===== src/rtl/uart_rx.sv =====
// Purpose: bus-attached 8N1 UART receiver with a small receive FIFO and DATA/STATUS registers.
// Latency: rd_en in cycle N -> rd_data/rd_valid in N+1; a received byte is visible the cycle after its stop-bit sample.
// Backpressure: none on the serial side; bytes arriving while the FIFO is full are dropped and flag overrun.
// Optional feature: define UART_RX_PARITY_EN for 8E1 frames with a parity error flag at STATUS bit 4.
module uart_rx #(
  parameter int DIV   = 104,
  parameter int DEPTH = 4
) (
  input  logic       clk,
  input  logic       rst_n,
  input  logic [1:0] addr,
  input  logic       rd_en,
  output logic [7:0] rd_data,
  output logic       rd_valid,
  input  logic       wr_en,
  input  logic [7:0] wr_data,
  input  logic       rx
);

  localparam int AW = $clog2(DEPTH);
  localparam int CW = $clog2(DIV);
  localparam logic [CW-1:0] HALF_LOAD = CW'(DIV / 2 - 1);
  localparam logic [CW-1:0] FULL_LOAD = CW'(DIV - 1);

  typedef enum logic [2:0] {
    S_IDLE,
    S_START,
    S_DATA,
    S_PARITY,
    S_STOP,
    S_WAIT
  } state_t;

  // ---------------------------------------------------------------------------
  // Input synchroniser and falling-edge detect
  // ---------------------------------------------------------------------------
  logic rx_meta;
  logic rx_sync;
  logic rx_prev;
  logic rx_fall;

  // Two flops resolve metastability; the third copy gives the previous level for edge detection.
  always_ff @(posedge clk or negedge rst_n) begin
    if (!rst_n) begin
      rx_meta <= 1'b1;
      rx_sync <= 1'b1;
      rx_prev <= 1'b1;
    end else begin
      rx_meta <= rx;
      rx_sync <= rx_meta;
      rx_prev <= rx_sync;
    end
  end

  assign rx_fall = rx_prev & ~rx_sync;

  // ---------------------------------------------------------------------------
  // Receive FSM
  // ---------------------------------------------------------------------------
  state_t        state;
  logic [CW-1:0] cnt;
  logic [2:0]    bit_idx;
  logic [7:0]    shreg;
  logic          par_bad;
  logic          tick;

  assign tick = (cnt == '0);

  // Bit timing: half a bit to the start-bit centre, then a full bit between sample points.
  always_ff @(posedge clk or negedge rst_n) begin
    if (!rst_n) begin
      state   <= S_IDLE;
      cnt     <= '0;
      bit_idx <= '0;
      shreg   <= '0;
      par_bad <= 1'b0;
    end else begin
      case (state)
        S_IDLE: begin
          if (rx_fall) begin
            cnt   <= HALF_LOAD;
            state <= S_START;
          end
        end
        S_START: begin
          if (tick) begin
            if (rx_sync) begin
              // Line went back high before the start-bit centre: a glitch.
              state <= S_IDLE;
            end else begin
              cnt     <= FULL_LOAD;
              bit_idx <= '0;
              par_bad <= 1'b0;
              state   <= S_DATA;
            end
          end else begin
            cnt <= cnt - 1'b1;
          end
        end
        S_DATA: begin
          if (tick) begin
            shreg   <= {rx_sync, shreg[7:1]};
            cnt     <= FULL_LOAD;
            bit_idx <= bit_idx + 3'd1;
            if (bit_idx == 3'd7) begin
`ifdef UART_RX_PARITY_EN
              state <= S_PARITY;
`else
              state <= S_STOP;
`endif
            end
          end else begin
            cnt <= cnt - 1'b1;
          end
        end
        S_PARITY: begin
`ifdef UART_RX_PARITY_EN
          if (tick) begin
            // Even parity: data bits plus parity bit must XOR to zero.
            par_bad <= (^shreg) ^ rx_sync;
            cnt     <= FULL_LOAD;
            state   <= S_STOP;
          end else begin
            cnt <= cnt - 1'b1;
          end
`else
          state <= S_IDLE;
`endif
        end
        S_STOP: begin
          if (tick) begin
            // A low stop bit parks in WAIT so a break yields a single error.
            state <= rx_sync ? S_IDLE : S_WAIT;
          end else begin
            cnt <= cnt - 1'b1;
          end
        end
        S_WAIT: begin
          if (rx_sync) begin
            state <= S_IDLE;
          end
        end
        default: state <= S_IDLE;
      endcase
    end
  end

  logic stop_tick;
  logic push;
  logic frame_set;
  logic parity_set;

  assign stop_tick = (state == S_STOP) && tick;
  assign push      = stop_tick && rx_sync && !par_bad;
  assign frame_set = stop_tick && !rx_sync;
`ifdef UART_RX_PARITY_EN
  assign parity_set = (state == S_PARITY) && tick && ((^shreg) ^ rx_sync);
`else
  assign parity_set = 1'b0;
`endif

  // ---------------------------------------------------------------------------
  // Receive FIFO
  // ---------------------------------------------------------------------------
  logic [7:0]  mem [DEPTH];
  logic [AW:0] wr_ptr;
  logic [AW:0] rd_ptr;
  logic [AW:0] count;
  logic        empty;
  logic        full;
  logic        pop;
  logic        wr_ok;
  logic        ovr_set;

  assign count   = wr_ptr - rd_ptr;
  assign empty   = (count == '0);
  assign full    = (count == (AW + 1)'(DEPTH));
  assign pop     = rd_en && (addr == 2'd0) && !empty;
  // A pop in the same cycle frees the slot, so a push into a full FIFO still lands.
  assign wr_ok   = push && (!full || pop);
  assign ovr_set = push && full && !pop;

  // Storage array has no reset; validity is tracked by the pointers.
  always_ff @(posedge clk) begin
    if (wr_ok) begin
      mem[wr_ptr[AW-1:0]] <= shreg;
    end
  end

  // Pointers carry one extra wrap bit to distinguish full from empty.
  always_ff @(posedge clk or negedge rst_n) begin
    if (!rst_n) begin
      wr_ptr <= '0;
      rd_ptr <= '0;
    end else begin
      if (wr_ok) begin
        wr_ptr <= wr_ptr + 1'b1;
      end
      if (pop) begin
        rd_ptr <= rd_ptr + 1'b1;
      end
    end
  end

  // ---------------------------------------------------------------------------
  // Sticky status flags (write-1-to-clear, set wins)
  // ---------------------------------------------------------------------------
  logic overrun;
  logic frame_err;
  logic parity_err;
  logic st_wr;

  assign st_wr = wr_en && (addr == 2'd1);

  // Flags hold until software clears them; a same-cycle event keeps the flag set.
  always_ff @(posedge clk or negedge rst_n) begin
    if (!rst_n) begin
      overrun   <= 1'b0;
      frame_err <= 1'b0;
    end else begin
      overrun   <= ovr_set   | (overrun   & ~(st_wr & wr_data[3]));
      frame_err <= frame_set | (frame_err & ~(st_wr & wr_data[2]));
    end
  end

`ifdef UART_RX_PARITY_EN
  // Parity flag behaves like the other sticky flags, cleared by bit 4.
  always_ff @(posedge clk or negedge rst_n) begin
    if (!rst_n) begin
      parity_err <= 1'b0;
    end else begin
      parity_err <= parity_set | (parity_err & ~(st_wr & wr_data[4]));
    end
  end

  logic unused_wr_bits;
  assign unused_wr_bits = ^{wr_data[7:5], wr_data[1:0]};
`else
  assign parity_err = 1'b0;

  logic unused_wr_bits;
  assign unused_wr_bits = ^{wr_data[7:4], wr_data[1:0], parity_set};
`endif

  // ---------------------------------------------------------------------------
  // Register read port
  // ---------------------------------------------------------------------------
  logic [7:0] status;
  logic       full_now;
  logic       nonempty_now;

  // Status includes a push landing this cycle so software never misses a fresh byte.
  assign full_now     = full || (push && (count == (AW + 1)'(DEPTH - 1)));
  assign nonempty_now = !empty || push;
  assign status       = {3'b000,
                         parity_err | parity_set,
                         overrun | ovr_set,
                         frame_err | frame_set,
                         full_now,
                         nonempty_now};

  // One-cycle registered read response; rd_data holds between reads.
  always_ff @(posedge clk or negedge rst_n) begin
    if (!rst_n) begin
      rd_data  <= 8'h00;
      rd_valid <= 1'b0;
    end else begin
      rd_valid <= rd_en;
      if (rd_en) begin
        case (addr)
          2'd0:    rd_data <= empty ? 8'h00 : mem[rd_ptr[AW-1:0]];
          2'd1:    rd_data <= status;
          default: rd_data <= 8'h00;
        endcase
      end
    end
  end

endmodule


===== config.mk =====
export PLATFORM = sky130hd
export DESIGN_NAME = uart_rx
export DESIGN_NICKNAME = d
export VERILOG_FILES = /design/src/rtl/uart_rx.sv
export SDC_FILE = /design/constraint.sdc
export NUM_CORES = 1
export LEC_CHECK = 0
export CAP_MARGIN = 5
export CORE_MARGIN = 5
export CORE_UTILIZATION = 45
export CTS_CLUSTER_SIZE = 8
export DETAILED_ROUTE_END_ITERATION = 8
export PLACE_DENSITY = 0.74
export SKIP_LAST_GASP = 1
export SLEW_MARGIN = 15
export SYNTH_ARGS = -nofsm -noshare
export SYNTH_HDL_FRONTEND = slang
export SYNTH_SLANG_ARGS = --single-unit

===== constraint.sdc =====
create_clock -name clk -period 7 [get_ports clk]
set_input_delay 1.4 -clock clk [delete_from_list [all_inputs] [get_ports clk]]
set_output_delay 1.4 -clock clk [all_outputs]
set_load 0.02 [all_outputs]

==> impl_metrics.csv <==
group,metric,value,unit
run_status,status,"finished, final reports clean",
floorplanning,design.core.area,7330,sq um
clock_network,cts-resized-gates,0,
detailed_routing,drc,0,
synth,synth.net_count,271,
sta,tns,0,ps
critical_path,critPathBufInv,1,
sta,rsz0062_at_grt,"false",
floorplanning,floorplan.initialDensity,46.7,%
clock_network,htreeDepth,3,
critical_path,cpMaxStageDelayCell,"nor3b_2",
floorplanning,die_w,97.2,um
floorplanning,row_count,31,
placed_design,gp_congestion,0.822,
sta,final_max_slew_viol_count,0,
pwr,p_leak,1.52,nW
clock_network,cts_tree,"yes",
clock_network,numClockSinks,73,
critical_path,cp.depth,5,
floorplanning,num_io_pins,24,
synth,ys_types,58,
synth,synth_edf_count,32,
final_layout,final_cell_mix,"dfrtp_1 (38), edfxtp_1 (32), clkdlybuf4s50_1 (16)",
sta,period_needed,3520,ps
critical_path,path_cells,"clkdlybuf4s50_1 -> nor3b_2 -> nor3_1 -> and2b_1 -> and2_1",
final_layout,area_growth,13.0,%
final_layout,antennaDiodeCount,0,
detailed_routing,dr.first_iter.drc_count,164,
worst_hold_path,hold_depth,0,
worst_hold_path,holdCritPathClass,"reg2reg",
critical_path,crit_path_start_kind,"input port",
global_routing,overflow,0,
synth,yosys_warnings,0,
critical_path,worstSetupEndpointType,"flip-flop",
global_routing,grt_pass1_wl,10700,um
synth,synthCells,245,
clock_network,numCtsBuffers,9,
detailed_routing,wl_per_cell,16.7,um
synth,ys_ff_latch,73,
detailed_routing,postRouteWirelength,6140,um
clock_network,cts_setup_buffers,0,
critical_path,cp.arrival,3510,ps
clock_network,clk_latency,340,ps
final_layout,final_area,3870,sq um
final_layout,drive_above_1_share,15.3,%
critical_path,worstSetupPathType,"in2reg",
floorplanning,die_y,97.2,um
placed_design,hpwl,4110,um
sta,setup_viol,0,
detailed_routing,avgViaCountPerCell,5.70,
clock_network,cts_root_buf,"clkbuf_8",
detailed_routing,dr.pass1.iters,4,
final_layout,n_fill_cell,597,
synth,yosys_most_used_dff,"dfrtp_1",
detailed_routing,vias,2092,
sta,fmax,284,MHz
critical_path,crit_family,"simple AND/OR/NAND/NOR gates",
critical_path,worstRegToRegCells,7,
pwr,ir_drop,127,uV
critical_path,slowest_delay,580,ps
detailed_routing,ant_nets,0,
clock_network,cts_buffer_depth,2,
sta,hold_violations,0,
global_routing,grt_pass1_vias,2115,
critical_path,cp_max_fo,10,
floorplanning,dieArea,9450,sq um
global_routing,grt_max_degree,42,
sta,slew_headroom,38.3,%
clock_network,clk_pin_slew_worst_paths,70,ps
run,maxCapViolCount,0,
placed_design,post_dp_cell_area,3670,sq um
critical_path,cp_data_required_time,6990,ps
synth,synth_area,3420,sq um
sta,worstMarginPinSlew,925,ps
synth,synth-seq-area-share,58.1,%
final_layout,final_common_cell,"dfrtp_1",
synth,syn-mean-instance-area,14.0,sq um
final_layout,nNetsFinal,289,
sta,fin_skew,8.71,ps
placed_design,place.port_buffers,17,
pwr,power_density,303,nW/um^2
synth,postSynth.asyncResetShare,56.2,%
sta,finalCritPeriodShare,50.3,%
global_routing,grt_antenna_before_repair,0,
global_routing,grt_use_total,14.3,%
clock_network,holdBufCountCts,0,
worst reg2reg max path: cells and delay by family, from the launching register on:
kind,cells,cell delay (ps)
xor gates and xnor gates,1,240
DFF,1,760
and+or+nand+nor,3,990
buffers and inverters,1,50
adders and majority gates,2,660
path summary, 6_finish.rpt:
| path | start | end | slack (ps) |
|---|---|---|---|
| worst min-delay path | rx_meta | rx_sync | 360 |
| max in group asynchronous | rst_n | state[1] | 5220 |
| worst max-delay path | rd_en | mem[2][4] | 3480 |
| min in group asynchronous | rst_n | shreg[2] | 1200 |
| worst max register to register | rd_ptr[0] | mem[2][4] | 3990 |
| worst min register to register | rx_meta | rx_sync | 360 |
flip-flops by register name, indices dropped and copies added, names as in the netlist:
| register | flops |
|---|---|
| bit_idx | 3 |
| cnt | 7 |
| frame_err | 1 |
| mem | 32 |
| overrun | 1 |
| rd_data | 8 |
| rd_ptr | 3 |
| rd_valid | 1 |
| rx_meta | 1 |
| rx_prev | 1 |
| rx_sync | 1 |
| shreg | 8 |
| state | 3 |
| wr_ptr | 3 |
through the flow:
stage	power [mW]	setup WS [ps]	util, %	hold slack [ps]	cells
after floorplan	0.766	4150	-	345	245
after global placement	0.827	3140	50.0	346	351
after detailed placement	0.837	3110	50.0	350	351
after CTS	1.18	3460	52.8	359	367
after global routing	1.24	3290	52.8	362	367
final	1.17	3480	52.8	357	367
metal layers:
metal / GRT usage [%] / vias to the layer above / part of all wire [%]
met5: 0 / - / 0
met4: 6.82 / 0 / 0.83
met3: 2.87 / 4 / 4.5
met2: 20.4 / 51 / 47
met1: 20.8 / 1059 / 48
li1: - / 978 / -
Yosys cell counts, types with 3 or more instances:
cell type  instances  share of area [%]
nor2_1            13                1.4
a31oi_1            3               0.55
mux2_2             3               0.99
dfrtp_1           38                 28
dfstp_2            3                2.3
nor3b_2            3                1.1
a22o_1             3               0.77
and2_1             3               0.55
inv_1             15                1.6
mux4_2             8                5.3
o211ai_1           4               0.88
ha_1              10                3.7
mux2i_1            3               0.88
nand2_1            6               0.66
nor3_1             5               0.73
clkbuf_1           7               0.77
a32o_1             7                2.0
xnor2_1            4                1.0
edfxtp_1          32                 28
a221oi_1           4                1.0
a21oi_1            5               0.73
nand3_1            8                1.2
mux2_1             7                2.3
layout make-up:
cell class | instances | area [sq um] | area share (%)
Clock buffer | 13 | 139 | 3.59
Clock inverter | 3 | 65.1 | 1.68
Inverter | 15 | 56.3 | 1.45
Multi-Input combinational cell | 147 | 1330 | 34.4
Sequential cell | 73 | 1990 | 51.4
Tap cell | 99 | 124 | 3.20
Timing Repair Buffer | 17 | 165 | 4.27
logic make-up (layout without fill, tap and decap cells):
family	after synthesis	count (layout)	synth area share, %
buffers and inverters	25	48	3.00
XOR/XNOR	6	6	1.97
flip-flops	73	73	58.1
AO/OA/AOI/OAI	46	46	11.8
multiplexers	21	21	9.43
AND/OR/NAND/NOR	63	63	11.4
adder cells (fa/ha/maj)	11	11	4.24
report_power, final:
part / internal, mW / switching (mW) / total (mW)
Sequential: 0.484 / 0.0698 / 0.554
Combinational: 0.136 / 0.140 / 0.276
Clock: 0.201 / 0.143 / 0.344
Total: 0.821 / 0.353 / 1.17
(Power assumes the default switching activity.)
